## src/rtl/clock_set_pkg.sv

```systemverilog
// Shared constants for the time-of-day set controller: state/sel encoding,
// field limits and widths, plus wrapping increment helpers for each field.
package clock_set_pkg;

  localparam int HOUR_W = 5;
  localparam int MIN_W  = 6;
  localparam int SEC_W  = 6;

  // State encoding doubles as the sel output seen by the display.
  localparam logic [1:0] ST_RUN  = 2'd0;
  localparam logic [1:0] ST_HOUR = 2'd1;
  localparam logic [1:0] ST_MIN  = 2'd2;
  localparam logic [1:0] ST_SEC  = 2'd3;

  localparam logic [HOUR_W-1:0] HOUR_MAX = HOUR_W'(23);
  localparam logic [MIN_W-1:0]  MIN_MAX  = MIN_W'(59);
  localparam logic [SEC_W-1:0]  SEC_MAX  = SEC_W'(59);

  function automatic logic [HOUR_W-1:0] next_hour(input logic [HOUR_W-1:0] h);
    return (h >= HOUR_MAX) ? '0 : h + HOUR_W'(1);
  endfunction

  function automatic logic [MIN_W-1:0] next_min(input logic [MIN_W-1:0] m);
    return (m >= MIN_MAX) ? '0 : m + MIN_W'(1);
  endfunction

  function automatic logic [SEC_W-1:0] next_sec(input logic [SEC_W-1:0] s);
    return (s >= SEC_MAX) ? '0 : s + SEC_W'(1);
  endfunction

endpackage

```

## src/rtl/clock_set_ctrl_btn_edge.sv

```systemverilog
// Rising-edge detector for an already synchronized, debounced button level.
module btn_edge (
  input  logic clk,
  input  logic reset_n,
  input  logic level,
  output logic rise
);

  logic prev;

  always_ff @(posedge clk or negedge reset_n) begin
    if (!reset_n) begin
      prev <= 1'b0;
    end else begin
      prev <= level;
    end
  end

  assign rise = level & ~prev;

endmodule

```

## src/rtl/clock_set_ctrl.sv

```systemverilog
// Mode/set controller for an hh:mm:ss counter: gates counting, edits shadow
// copies of the time and writes them back. Optional hold-to-repeat on the
// increment button is enabled by defining CLOCK_SET_AUTO_REPEAT_EN.
module clock_set_ctrl
  import clock_set_pkg::*;
#(
  parameter int TIMEOUT_SEC  = 30,
  parameter int REPEAT_DELAY = 50_000_000,
  parameter int REPEAT_RATE  = 10_000_000
) (
  input  logic              clk,
  input  logic              reset_n,
  input  logic              sec_tick,
  input  logic              btn_mode,
  input  logic              btn_inc,
  input  logic [HOUR_W-1:0] cur_hour,
  input  logic [MIN_W-1:0]  cur_min,
  input  logic [SEC_W-1:0]  cur_sec,
  output logic              cnt_en,
  output logic              load,
  output logic [HOUR_W-1:0] load_hour,
  output logic [MIN_W-1:0]  load_min,
  output logic [SEC_W-1:0]  load_sec,
  output logic [1:0]        sel
);

  localparam int IDLE_W = $clog2(TIMEOUT_SEC + 1);
  localparam logic [IDLE_W-1:0] IDLE_LIMIT = IDLE_W'(TIMEOUT_SEC);

  // Out-of-range parameters leave this marker block in the elaborated tree.
  if (TIMEOUT_SEC < 1 || TIMEOUT_SEC > 255 || REPEAT_DELAY < 1 || REPEAT_RATE < 1)
  begin : g_param_out_of_range
  end

  logic              mode_rise;
  logic              inc_rise;
  logic              auto_inc;
  logic [1:0]        state;
  logic [1:0]        state_next;
  logic [IDLE_W-1:0] idle;
  logic [IDLE_W-1:0] idle_next;
  logic [IDLE_W-1:0] idle_sat;
  logic              capture;
  logic              bump;
  logic              load_next;

  btn_edge u_mode_edge (
    .clk     (clk),
    .reset_n (reset_n),
    .level   (btn_mode),
    .rise    (mode_rise)
  );

  btn_edge u_inc_edge (
    .clk     (clk),
    .reset_n (reset_n),
    .level   (btn_inc),
    .rise    (inc_rise)
  );

  // The state register is exported directly as sel (state visibility).
  assign sel = state;

  assign idle_sat = (idle == IDLE_LIMIT) ? idle : idle + IDLE_W'(1);

  // Priority inside SET states: mode edge, then increment, then second tick.
  always_comb begin
    state_next = state;
    idle_next  = idle;
    capture    = 1'b0;
    bump       = 1'b0;
    load_next  = 1'b0;
    if (state == ST_RUN) begin
      if (mode_rise) begin
        state_next = ST_HOUR;
        capture    = 1'b1;
        idle_next  = '0;
      end
    end else if (mode_rise) begin
      idle_next = '0;
      case (state)
        ST_HOUR: state_next = ST_MIN;
        ST_MIN:  state_next = ST_SEC;
        default: begin
          state_next = ST_RUN;
          load_next  = 1'b1;
        end
      endcase
    end else if (inc_rise || auto_inc) begin
      bump      = 1'b1;
      idle_next = '0;
    end else if (sec_tick) begin
      idle_next = idle_sat;
      if (idle_sat == IDLE_LIMIT) begin
        state_next = ST_RUN;
      end
    end
  end

  always_ff @(posedge clk or negedge reset_n) begin
    if (!reset_n) begin
      state  <= ST_RUN;
      cnt_en <= 1'b1;
      load   <= 1'b0;
      idle   <= '0;
    end else begin
      state  <= state_next;
      cnt_en <= (state_next == ST_RUN);
      load   <= load_next;
      idle   <= idle_next;
    end
  end

  // Shadow registers; capture clamps anything outside the legal range to 0.
  always_ff @(posedge clk or negedge reset_n) begin
    if (!reset_n) begin
      load_hour <= '0;
      load_min  <= '0;
      load_sec  <= '0;
    end else if (capture) begin
      load_hour <= (cur_hour > HOUR_MAX) ? '0 : cur_hour;
      load_min  <= (cur_min > MIN_MAX) ? '0 : cur_min;
      load_sec  <= (cur_sec > SEC_MAX) ? '0 : cur_sec;
    end else if (bump) begin
      case (state)
        ST_HOUR: load_hour <= next_hour(load_hour);
        ST_MIN:  load_min  <= next_min(load_min);
        ST_SEC:  load_sec  <= next_sec(load_sec);
        default: ;
      endcase
    end
  end

`ifdef CLOCK_SET_AUTO_REPEAT_EN
  localparam int RPT_MAX = (REPEAT_DELAY > REPEAT_RATE) ? REPEAT_DELAY : REPEAT_RATE;
  localparam int RPT_W   = $clog2(RPT_MAX + 1);

  logic             holding;
  logic             armed;
  logic [RPT_W-1:0] rpt_cnt;
  logic [RPT_W-1:0] rpt_inc;

  assign rpt_inc = rpt_cnt + RPT_W'(1);

  // holding marks an unbroken press that began with an edge in a SET state;
  // armed flips the threshold from the initial delay to the repeat rate.
  assign auto_inc = holding && btn_inc && !mode_rise &&
                    (armed ? (rpt_inc == RPT_W'(REPEAT_RATE))
                           : (rpt_inc == RPT_W'(REPEAT_DELAY)));

  always_ff @(posedge clk or negedge reset_n) begin
    if (!reset_n) begin
      holding <= 1'b0;
      armed   <= 1'b0;
      rpt_cnt <= '0;
    end else if (!btn_inc || mode_rise || state_next == ST_RUN) begin
      holding <= 1'b0;
      armed   <= 1'b0;
      rpt_cnt <= '0;
    end else if (inc_rise) begin
      holding <= 1'b1;
      armed   <= 1'b0;
      rpt_cnt <= '0;
    end else if (holding) begin
      if (auto_inc) begin
        armed   <= 1'b1;
        rpt_cnt <= '0;
      end else begin
        rpt_cnt <= rpt_inc;
      end
    end
  end
`else
  assign auto_inc = 1'b0;
`endif

endmodule

```

## config.mk

```make
export PLATFORM = sky130hd
export DESIGN_NAME = clock_set_ctrl
export DESIGN_NICKNAME = d
export VERILOG_FILES = /design/src/rtl/clock_set_pkg.sv /design/src/rtl/clock_set_ctrl_btn_edge.sv /design/src/rtl/clock_set_ctrl.sv
export SDC_FILE = /design/constraint.sdc
export NUM_CORES = 1
export LEC_CHECK = 0
export ABC_AREA = 0
export CAP_MARGIN = 40
export CORE_ASPECT_RATIO = 2
export CORE_MARGIN = 3
export CORE_UTILIZATION = 33
export DETAILED_ROUTE_END_ITERATION = 12
export HOLD_SLACK_MARGIN = 0.15
export SKIP_LAST_GASP = 1
export SLEW_MARGIN = 20
export SYNTH_ARGS = -nofsm -noshare
export SYNTH_HDL_FRONTEND = slang
export SYNTH_SLANG_ARGS = --single-unit
```

## constraint.sdc

```tcl
create_clock -name clk -period 4.6 [get_ports clk]
set_input_delay 0.92 -clock clk [delete_from_list [all_inputs] [get_ports clk]]
set_output_delay 0.92 -clock clk [all_outputs]
set_load 0.005 [all_outputs]
```

==> impl_table.tex <==
\begin{tabular}{lr}
\hline
Metric & Value \\
\hline
\multicolumn{2}{l}{\textbf{Outcome}} \\
Run status & complete, no violations \\
\multicolumn{2}{l}{\textbf{Clocking}} \\
Worst skew pair latency & about 0.27 ns \\
Post-CTS Resized & 0 \\
Clock tree from TritonCTS & yes \\
Count of hold-fix buffers inserted at cts & 0 \\
Post CTS Setup Buffer Count & 0 \\
Clock root buffer & clkbuf\_16 \\
Total number of H-tree levels & 1 \\
Clock Pin Slew Worst Setup and Hold Paths & approximately 0.07 ns \\
Sinks on the clock net & 28 \\
Num CTS Buffers & 3 \\
Longest Clk Path Bufs & 2 \\
\multicolumn{2}{l}{\textbf{Critical path}} \\
Kind of capture point of the worst setup path & flip-flop \\
Worst endpoint required time & 4.76 ns \\
Chain of cells forming the critical path & clkdlybuf4s50\_1 > nand3b\_1 > o21ai\_0 > o2bb2ai\_1 > mux2\_2 \\
Worst reg2reg path depth & 6 \\
Top fanout value on the critical path & 15 \\
Crit start category & input port \\
Kind of cell adding the most delay to the critical path & buffers and inverters \\
Combined buffer and inverter count along the critical path & 1 \\
RR Startpoint & sel[0] \\
Signal arrival time at the worst endpoint & about 2.7 ns \\
Slowest cell on the critical path & clkdlybuf4s50\_1 \\
Stage delay of the slowest cell on the critical path & 0.53 ns \\
Critical path class & input port to flip-flop \\
R2R Setup Slk & roughly 2.1 ns \\
Endpoint of the lowest-slack register-to-register path & load\_min[0] \\
\multicolumn{2}{l}{\textbf{Worst hold path}} \\
Worst hold path type & flip-flop to flip-flop \\
Cells on Worst Hold Path & 2 \\
Min-delay src & load\_min[5] \\
Worst min-delay path endpoint & load\_min[5] \\
\multicolumn{2}{l}{\textbf{Floorplan}} \\
Row count & 39 \\
Floorplan die height & $\sim$120 µm \\
Top Ports & 43 \\
Total core area & 0.00576 mm² \\
Floorplan die area & $\sim$0.007 mm² \\
Effective utilization at floorplan & 0.343 \\
Horizontal extent of the die & approximately 60 µm \\
\multicolumn{2}{l}{\textbf{Pwr}} \\
Power dissipated by switching net loads & 526 µW \\
Proportion of power drawn by the clock network & 0.189 \\
Internal Pwr Total & 878 µW \\
Power per unit of standard cell area & about 550 mW/mm² \\
Share of power burned in combinational logic & 0.466 \\
Sequential share of power & 0.345 \\
Reported leakage power & around 0.0010 µW \\
IR drop worst, VDD & around 240 µV \\
Net Sw Frac & 0.375 \\
\multicolumn{2}{l}{\textbf{GRT}} \\
Wire length of the first global-routing pass & roughly 9 mm \\
Total gr overflow & 0 \\
Via count of the first global-routing pass & between 1500 and 2000 \\
Antenna violations before repair & 0 \\
Pin count of the biggest net entering global routing & 36 \\
Aggregate global-route resource usage & 0.163 \\
\multicolumn{2}{l}{\textbf{Detailed routing}} \\
ANT nets after route & 0 \\
Detailed-route DRC error count & 0 \\
Number of vias per cell & approximately 6 \\
First DRT Iteration DRCs & between 40 and 50 \\
Detailed-routing iteration count for the pre-antenna-repair pass & 6 \\
Vias after detailed routing & between 1500 and 2000 \\
Sum of routed wire length over all layers & slightly above 5 mm \\
Detail-routed net length per standard cell & 16.8 µm \\
\multicolumn{2}{l}{\textbf{Logic synthesis}} \\
Post-synth net total & $\sim$240 \\
Share of synthesized cell area in full adder, half adder and majority cells & 0.0571 \\
Avg Inst Size Synth & 9.49 µm² \\
Synthesis warning total & 0 \\
Number of synthesized register bits & 28 \\
Number of enable-type register cells in the synthesized netlist & 0 \\
Share of synthesized area occupied by flip-flops and latches & 0.356 \\
Main combinational cell family by area after synthesis & compound AO/OA/AOI/OAI gates \\
Post-Syn Area & between 0.0015 and 0.002 mm² \\
Share of the synthesized area in compound gates (AO/OA/AOI/OAI) & 0.261 \\
Count of different cell masters after synthesis & around 60 \\
Number of standard cells after synthesis & approximately 210 \\
Share of cell area taken by muxes after synthesis & 0.0279 \\
Synth Area in XOR/XNOR & 0 \\
Simple logic cell fraction of the synthesized area & 0.244 \\
Share of async-settable or async-resettable flops after synthesis & 1.00 \\
Primary flip-flop cell chosen by synthesis mapping & dfrtp\_1 \\
\multicolumn{2}{l}{\textbf{Final layout}} \\
Multi-input logic area & around 0.0012 mm² \\
Storage element area & $\sim$700 µm² \\
Proportion of layout cells with a drive suffix above 1 & 0.0968 \\
Antenna fix cells & 0 \\
Post-layout net count & between 200 and 300 \\
Final core utilization & 0.440 \\
Fill count & between 500 and 600 \\
Area growth from synthesis to layout & 28.5\% \\
\multicolumn{2}{l}{\textbf{Placement}} \\
Detail Placement HPWL & $\sim$4.0 mm \\
Port bufs & 42 \\
Final estimated routing congestion in global placement & slightly above 0.8 \\
\multicolumn{2}{l}{\textbf{STA}} \\
Final number of setup-violating endpoints & 0 \\
Worst-case clock skew & 0.00525 ns \\
Summed negative setup slack over all endpoints & 0 ns \\
Maximum frequency from static timing analysis & between 300 and 400 MHz \\
Worst Hold Slack & 0.608 ns \\
Worst slew slack as a fraction of its limit & 0.594 \\
Unrepaired setup endpoints after global routing & no \\
Share of the clock period used by the worst path & 0.552 \\
Max-slew violation count & 0 \\
Slew @ Worst Pin & slightly above 0.6 ns \\
Min cycle time layout & 2.54 ns \\
Final-report hold violation count & 0 \\
\multicolumn{2}{l}{\textbf{Flow run}} \\
Max-Cap Viols & 0 \\
\hline
\end{tabular}
-- power groups by stage --
| stage | Combinational, µW | Clock, µW | Sequential [µW] |
|---|---|---|---|
| after floorplan | 404 | 0 | 456 |
| after global placement | 655 | 0 | 487 |
| after detailed placement | 661 | 0 | 486 |
| after CTS | 664 | 272 | 483 |
| after global routing | 736 | 278 | 503 |
| final | 655 | 265 | 484 |
-- routing by layer --
metal  global-route usage  vias to the layer above  share of wire
met4               0.0984                        0          0.035
li1                     -                      883              -
met1                0.171                      866           0.36
met2                0.296                       53           0.57
met3               0.0135                       15          0.031
met5                    0                        -              0
-- through the flow --
stage                     area, µm²  instances  power, µW  worst slack (ns)
after global placement         2430        305       1140              1.80
after CTS                      2530        309       1420              2.08
after detailed placement       2430        305       1150              1.80
after global routing           2530        309       1520              1.80
final                          2530        309       1400              2.06
after floorplan                1970        208        860              2.65
-- synthesized netlist by cell type (2+ instances only) --
cell type / n / area share
a21oi_1: 10 / 0.025
a31oi_1: 8 / 0.025
a31oi_2: 2 / 0.013
a32o_1: 2 / 0.010
a32oi_1: 3 / 0.013
a41oi_1: 2 / 0.0089
and3_1: 6 / 0.019
buf_2: 2 / 0.0051
buf_4: 2 / 0.0076
buf_6: 2 / 0.011
dfrtp_1: 27 / 0.34
ha_1: 9 / 0.057
inv_1: 14 / 0.027
mux2_2: 4 / 0.023
nand2_1: 10 / 0.019
nand2b_1: 4 / 0.013
nand3_1: 11 / 0.028
nand3b_1: 3 / 0.011
nand4_1: 4 / 0.013
nand4b_1: 2 / 0.0089
nor2_1: 8 / 0.015
nor2_2: 2 / 0.0063
nor3_1: 8 / 0.020
nor3b_1: 3 / 0.011
nor4b_4: 2 / 0.024
o211ai_1: 2 / 0.0076
o21ai_0: 9 / 0.023
o21bai_1: 2 / 0.0076
o22ai_1: 5 / 0.016
o2bb2ai_1: 11 / 0.049
-- sequential cells by signal (all words and copies together) (netlist names) --
name              count
cnt_en                1
idle                  5
load                  1
load_hour             5
load_min              6
load_sec              6
sel                   2
u_inc_edge.prev       1
u_mode_edge.prev      1
-- how the worst max path moves through the flow --
stage | startpoint | end | depth (start not counted)
2_1_floorplan | btn_mode | load_hour[3] | 4
5_1_grt | sel[0] | load_min[0] | 6
3_3_place_gp | btn_mode | load_min[1] | 5
6_report | btn_mode | load_min[0] | 5
3_5_place_dp | btn_mode | load_min[0] | 5
4_1_cts | btn_mode | load_min[0] | 5
-- tightest hold or removal path, stage by stage, from the launching register on --
cell and delay [ns]:
dfrtp_1 0.44, inv_1 0.08, a2bb2oi_1 0.05
-- layout make-up --
type	instances	share of cell area
clock buffers	3	0.0296
clock inverters	1	0.0118
inverters	14	0.0207
multi-input cells	158	0.459
flip-flops and latches	28	0.277
well taps	61	0.0301
repair buffers	44	0.172
-- logic make-up after synthesis --
| group | after synthesis |
|---|---|
| simple gates | 74 |
| compound gates | 70 |
| flops | 28 |
| buf+inv | 22 |
| fa+ha+maj | 9 |
| mux | 5 |
-- cell usage in the layout (no fill, tap or decap), types with 2 or more instances in the layout --
master	count
nand2b_1	4
mux2_2	4
clkdlybuf4s50_1	42
inv_1	14
dfrtp_1	27
o21ai_0	9
buf_4	2
nand4b_1	2
nand3_1	11
a32o_1	2
nand4_1	4
clkbuf_16	3
a41oi_1	2
nor3b_1	3
a32oi_1	3
o22ai_1	5
a31oi_1	8
o2bb2ai_1	11
nor2_1	8
and3_1	6
o21bai_1	2
nor2_2	2
nor4b_4	2
nor3_1	8
nand3b_1	3
a31oi_2	2
ha_1	9
a21oi_1	10
nand2_1	10
o211ai_1	2
Note: power is estimated with default switching activity, not from simulation.
